--- src/rtl/exc_sequencer_pkg.sv ---
// Shared encodings for the exception entry sequencer: FSM states, ExcCodes,
// cause-word field positions and the default handler vector.
package exc_sequencer_pkg;

    typedef enum logic [2:0] {
        StRun    = 3'd0,
        StFlush  = 3'd1,
        StCommit = 3'd2,
        StRedir  = 3'd3,
        StEret   = 3'd4
    } excStateE;

    localparam logic [4:0] ExcInt  = 5'd0;
    localparam logic [4:0] ExcAdEL = 5'd4;
    localparam logic [4:0] ExcAdES = 5'd5;
    localparam logic [4:0] ExcRI   = 5'd10;
    localparam logic [4:0] ExcOv   = 5'd12;

    localparam int unsigned CauseBdBit = 31;
    localparam int unsigned CauseExcHi = 6;
    localparam int unsigned CauseExcLo = 2;

    localparam logic [31:0] DefaultExcVector = 32'h0000_4180;

    // A delay-slot instruction reports the branch as its restart point.
    function automatic logic [31:0] restartPc(input logic [31:0] pc, input logic bd);
        return bd ? (pc - 32'd4) : pc;
    endfunction

endpackage

--- src/rtl/exc_prio_decode.sv ---
// Combinational arbitration of interrupt / exception / eret for the M-stage
// instruction, plus the EPC, ExcCode and BD values to latch on entry.
module exc_prio_decode
    import exc_sequencer_pkg::*;
(
    input  logic        validM,
    input  logic [31:0] causeM,
    input  logic [31:0] pcM,
    input  logic        eretM,
    input  logic [5:0]  hwInt,
    input  logic [5:0]  srIm,
    input  logic        srIe,
    input  logic        srExl,
    output logic        intReq,
    output logic        excReq,
    output logic        eretReq,
    output logic [31:0] epc,
    output logic [4:0]  code,
    output logic        bd
);

    assign intReq  = validM & (|(hwInt & srIm)) & srIe & ~srExl;
    assign excReq  = validM & (causeM[30:0] != 31'd0);
    assign eretReq = validM & eretM & ~excReq & ~intReq;

    assign bd   = causeM[CauseBdBit];
    assign epc  = restartPc(pcM, causeM[CauseBdBit]);
    // The interrupt wins over a simultaneous exception; that instruction is flushed.
    assign code = intReq ? ExcInt : causeM[CauseExcHi:CauseExcLo];

endmodule

--- src/rtl/exc_sequencer.sv ---
// Exception/interrupt entry sequencer: flush -> CP0 commit -> redirect, or
// flush+redirect for eret. Define EXC_MDU_WAIT_EN to hold FLUSH while md_busy.
module exc_sequencer
    import exc_sequencer_pkg::*;
#(
    parameter logic [31:0] EXC_VECTOR   = DefaultExcVector,
    parameter int unsigned FLUSH_CYCLES = 1
) (
    input  logic        clk,
    input  logic        reset,
    input  logic        validM,
    input  logic [31:0] causeM,
    input  logic [31:0] pcM,
    input  logic        eretM,
    input  logic [5:0]  hw_int,
    input  logic [5:0]  sr_im,
    input  logic        sr_ie,
    input  logic        sr_exl,
    input  logic [31:0] epc_in,
    input  logic        md_busy,
    output logic        kill_m,
    output logic        flush,
    output logic        busy,
    output logic        cp0_exc_we,
    output logic [31:0] cp0_epc,
    output logic [4:0]  cp0_exccode,
    output logic        cp0_bd,
    output logic        cp0_exl_clr,
    output logic        pc_redirect,
    output logic [31:0] redirect_pc
);

    localparam logic [3:0] FlushLast = 4'(FLUSH_CYCLES - 1);

    excStateE    stateQ, stateD;
    logic [3:0]  cntQ, cntD;
    logic [31:0] epcQ, epcD;
    logic [4:0]  codeQ, codeD;
    logic        bdQ, bdD;

    logic        intReq, excReq, eretReq;
    logic [31:0] evEpc;
    logic [4:0]  evCode;
    logic        evBd;

    logic        flushD, busyD, excWeD, exlClrD, redirD, cp0BdD;
    logic [31:0] cp0EpcD, redirPcD;
    logic [4:0]  cp0CodeD;

    exc_prio_decode uDecode (
        .validM  (validM),
        .causeM  (causeM),
        .pcM     (pcM),
        .eretM   (eretM),
        .hwInt   (hw_int),
        .srIm    (sr_im),
        .srIe    (sr_ie),
        .srExl   (sr_exl),
        .intReq  (intReq),
        .excReq  (excReq),
        .eretReq (eretReq),
        .epc     (evEpc),
        .code    (evCode),
        .bd      (evBd)
    );

    assign kill_m = (stateQ == StRun) & (intReq | excReq);

`ifndef EXC_MDU_WAIT_EN
    logic unusedMdBusy;
    assign unusedMdBusy = md_busy;
`endif

    always_comb begin
        stateD = stateQ;
        cntD   = cntQ;
        epcD   = epcQ;
        codeD  = codeQ;
        bdD    = bdQ;
        case (stateQ)
            StRun: begin
                cntD = 4'd0;
                if (intReq | excReq) begin
                    stateD = StFlush;
                    epcD   = evEpc;
                    codeD  = evCode;
                    bdD    = evBd;
                end else if (eretReq) begin
                    stateD = StEret;
                end
            end
            StFlush: begin
                if (cntQ == FlushLast) begin
`ifdef EXC_MDU_WAIT_EN
                    // Counter saturates here until the mult/div unit drains.
                    if (!md_busy) begin
                        stateD = StCommit;
                        cntD   = 4'd0;
                    end
`else
                    stateD = StCommit;
                    cntD   = 4'd0;
`endif
                end else begin
                    cntD = cntQ + 4'd1;
                end
            end
            StCommit: stateD = StRedir;
            StRedir:  stateD = StRun;
            StEret:   stateD = StRun;
            default:  stateD = StRun;
        endcase
    end

    // Outputs are registered: decode them from the next state.
    always_comb begin
        flushD   = (stateD == StFlush) | (stateD == StCommit) | (stateD == StEret);
        busyD    = (stateD != StRun);
        excWeD   = (stateD == StCommit);
        exlClrD  = (stateD == StEret);
        redirD   = (stateD == StRedir) | (stateD == StEret);
        cp0EpcD  = 32'd0;
        cp0CodeD = 5'd0;
        cp0BdD   = 1'b0;
        redirPcD = 32'd0;
        if (stateD == StCommit) begin
            cp0EpcD  = epcQ;
            cp0CodeD = codeQ;
            cp0BdD   = bdQ;
        end
        if (stateD == StRedir) begin
            redirPcD = EXC_VECTOR;
        end else if (stateD == StEret) begin
            redirPcD = epc_in;
        end
    end

    always_ff @(posedge clk or negedge reset) begin
        if (!reset) begin
            stateQ      <= StRun;
            cntQ        <= 4'd0;
            epcQ        <= 32'd0;
            codeQ       <= 5'd0;
            bdQ         <= 1'b0;
            flush       <= 1'b0;
            busy        <= 1'b0;
            cp0_exc_we  <= 1'b0;
            cp0_epc     <= 32'd0;
            cp0_exccode <= 5'd0;
            cp0_bd      <= 1'b0;
            cp0_exl_clr <= 1'b0;
            pc_redirect <= 1'b0;
            redirect_pc <= 32'd0;
        end else begin
            stateQ      <= stateD;
            cntQ        <= cntD;
            epcQ        <= epcD;
            codeQ       <= codeD;
            bdQ         <= bdD;
            flush       <= flushD;
            busy        <= busyD;
            cp0_exc_we  <= excWeD;
            cp0_epc     <= cp0EpcD;
            cp0_exccode <= cp0CodeD;
            cp0_bd      <= cp0BdD;
            cp0_exl_clr <= exlClrD;
            pc_redirect <= redirD;
            redirect_pc <= redirPcD;
        end
    end

endmodule

--- config.mk ---
export PLATFORM = sky130hd
export DESIGN_NAME = exc_sequencer
export DESIGN_NICKNAME = d
export VERILOG_FILES = /design/src/rtl/exc_sequencer_pkg.sv /design/src/rtl/exc_prio_decode.sv /design/src/rtl/exc_sequencer.sv
export SDC_FILE = /design/constraint.sdc
export NUM_CORES = 1
export LEC_CHECK = 0
export BUFFER_PORTS_ARGS = -buffer_cell sky130_fd_sc_hd__buf_2
export CELL_PAD_IN_SITES_DETAIL_PLACEMENT = 1
export CELL_PAD_IN_SITES_GLOBAL_PLACEMENT = 1
export CORE_MARGIN = 2
export CORE_UTILIZATION = 40
export CTS_CLUSTER_DIAMETER = 80
export DETAILED_ROUTE_END_ITERATION = 12
export PLACE_DENSITY = 0.84
export SYNTH_ARGS = -nofsm -noshare
export SYNTH_HDL_FRONTEND = slang
export SYNTH_SLANG_ARGS = --single-unit
export TNS_END_PERCENT = 100
--- constraint.sdc ---
create_clock -name clk -period 4.03 [get_ports clk]
set_clock_uncertainty 0.1 [all_clocks]
set_input_delay 0.2015 -clock clk [delete_from_list [all_inputs] [get_ports clk]]
set_output_delay 0.2015 -clock clk [all_outputs]
set_load 0.01 [all_outputs]
==> results.yml <==
status:
  status: "finished, final reports clean"
timing:
  setup_viol: 0
  fmax_ghz: 0.3553
  slew-limit-headroom_pct: 31.89
  final_hold_viol_count: 0
  drv_slew: 0
  worst-slew-pin-transition_ns: 1.022
  whs_ns: 0.01465
  rsz0062_at_grt: "false"
  finalCriticalPeriod_ns: 2.814
  fin_tns_setup_ns: 0
  fin_crit_sh_pct: 69.84
finish:
  final_cell_mix: "buf_2, dfrtp_1, and2_1"
  syn2layout_area_growth_pct: 42.24
  nNetsFinal: 785
  diodes: 0
  fin_cells: 826
  drive_above_1_share_pct: 34.32
  mostFrequentLayoutCell: "buf_2"
  final_util_pct: 58.12
global_route:
  grt_max_degree: 85
  gr-total-overflow: 0
  antenna_found_initial: 0
  grt_pass1_vias: 4608
  grt_pass1_wl_mm: 23.36
  grt.total_usage_pct: 23.58
critical_path:
  cpPeakStageDelay_ns: 0.83
  crit_slowest_cell: "o31ai_4"
  worstPathArrival_ns: 2.51
  start_kind: "input port"
  crit_path_frequent_cell: "buf_2"
  cp_max_fo: 16
  crit_chain: "dlygate4sd3_1 -> buf_2 -> nor4_1 -> nand4_1 -> o31ai_4 -> inv_2 -> buf_2"
  critical_path.top_delay_family: "buffers and inverters"
  path_class: "input port to output pin"
  crit_required_ns: 3.73
  crit_path_end_kind: "output pin"
  critPathBufInv: 4
power_and_ir_drop:
  fin_total_pwr_w: 0.004011
  irDropWorstVdd_mv: 0.3312
  power.leakage_nw: 3.592
  power_density_nw_per_um2: 576.9
detailed_routing:
  ant_nets: 0
  dr.pass1.iters: 4
  wl_mm: 14.63
  num_vias: 4052
  drtIter0Drc: 254
  routed_via_density: 4.906
  drc: 0
  wl_per_cell_um: 17.72
placed_design:
  port_buffers: 189
  hpwlAfterDp_mm: 9.539
  gp_routability_congestion: 0.7775
  placed_cells: 752
clocking:
  clk_latency_ns: 0.41
  cts_sinks: 120
  clock_path_buffers: 2
  cts_root_buf: "clkbuf_16"
  cts-htree-levels: 4
  post_cts_buffers: 0
  clkTransAtPathRegs_ns: 0.05
  cts_tree: "done"
  cts_buffers: 17
synthesis:
  yosys_register_bits: 120
  avgSynthCellArea_um2: 11.42
  ys.warnings.count: 0
  ys_types: 44
  postSynthNetCount: 546
  synth_cells: 428
  ys_seq_area_share_pct: 61.44
  syn_area_um2: 4887
hold_path:
  hold_class: "input port to flip-flop"
floorplan:
  fp.coreArea_um2: 11960
  start_util_pct: 40.86
  die_h_um: 114.5
  io_pins: 191
  die_x_um: 114.5
  die_area_um2: 13120
  rows: 40
flow_run:
  drv_cap: 0
## cells in the mapped netlist, drive strengths merged
cell / count / area (um2)
dfrtp: 120 / 3003
and2: 67 / 419.2
nand2: 56 / 210.2
o21ai: 39 / 195.2
xor2: 17 / 148.9
xnor2: 12 / 105.1
nor2: 11 / 41.29
nor4: 11 / 68.82
nand3: 10 / 50.05
buf: 9 / 78.82
clkbuf: 9 / 36.29
nor3: 9 / 55.05
inv: 8 / 30.03
nand4: 8 / 50.05
nor4b: 5 / 86.34
mux2: 4 / 45.04
a22oi: 3 / 22.52
and3: 3 / 18.77
ha: 3 / 37.54
nand3b: 3 / 22.52
nor2b: 3 / 18.77
o31ai: 3 / 27.52
a31oi: 2 / 12.51
nand2b: 2 / 12.51
nand4b: 2 / 17.52
a311o: 1 / 10.01
and3b: 1 / 8.760
and4: 1 / 8.760
nor3b: 1 / 7.510
o211ai: 1 / 7.510
o41ai: 1 / 8.760
or3: 1 / 6.260
or3b: 1 / 8.760
or4: 1 / 7.510
## per-stage QoR
step           worst slack, ns  area, um2
2_1_floorplan            2.242       4887
3_3_place_gp             1.426       5971
3_5_place_dp             1.417       5971
4_1_cts                  1.116       6952
5_1_grt                  1.016       6952
6_report                 1.216       6952
## repair_timing
item,4_1_cts,5_1_grt
hold buffers,43,0
hold endpoints to repair,125,0
resized for setup,0,0
## power breakdown
part	internal, W	switching [W]	total [W]
logic	0.000389	0.000519	0.000908
clock network	0.000888	0.000522	0.00141
registers	0.00154	0.000156	0.00169
## cell type report
cell class	count	area, um2
multi-input combinational	282	1748
timing repair buffer	238	1436
tap	147	183.9
clock inverter	8	72.57
inverter	8	30.03
fill	1330	5010
clock buffer	23	478.0
sequential	120	3003
## final timing paths
path / depth (start not counted) / slack (ns) / from / endpoint
setup reg to reg: 6 / 1.84 / cntQ[0]$_DFFE_PN0P_ / cp0_epc[21]$_DFF_PN0_
hold / removal: 3 / 0.01 / pcM[26] / epcQ[26]$_DFFE_PN0P_
setup / recovery: 7 / 1.22 / causeM[3] / kill_m
min in group asynchronous: 2 / 0.41 / reset / redirect_pc[12]$_DFF_PN0_
max in group asynchronous: 3 / 2.33 / reset / cp0_epc[10]$_DFF_PN0_
hold reg to reg: 2 / 0.38 / epcQ[5]$_DFFE_PN0P_ / epcQ[5]$_DFFE_PN0P_
## flip-flops by register name (all words and copies together), names as in the netlist, 3 cells and up
name / count
cp0_epc: 32
epcQ: 32
redirect_pc: 32
codeQ: 5
cp0_exccode: 5
cntQ: 4
stateQ: 3
## worst register-to-register path: cells and delay by family (launching register included)
family / cells / cell delay (ns)
simple gates: 3 / 1.01
buf+inv: 2 / 0.44
flops: 1 / 0.42
fa+ha+maj: 1 / 0.16
## layer usage
layer  part of all wire [%]  GRT usage (%)  vias up
li1                       -              -     1912
met1                     39          25.83     1983
met4                    2.3          9.837        0
met5                      0              0        -
met2                     53          43.20      134
met3                    5.8          5.929       23
## kinds of logic after synthesis
kind of cell	share of synthesized area, %
AOI/OAI and AO/OA	5.812
buffers and inverters	2.970
adders and majority gates	0.7681
muxes	0.9216
DFF	61.44
xor gates and xnor gates	5.197
and+or+nand+nor	22.89
No activity file was read; power rests on OpenSTA's default activity.
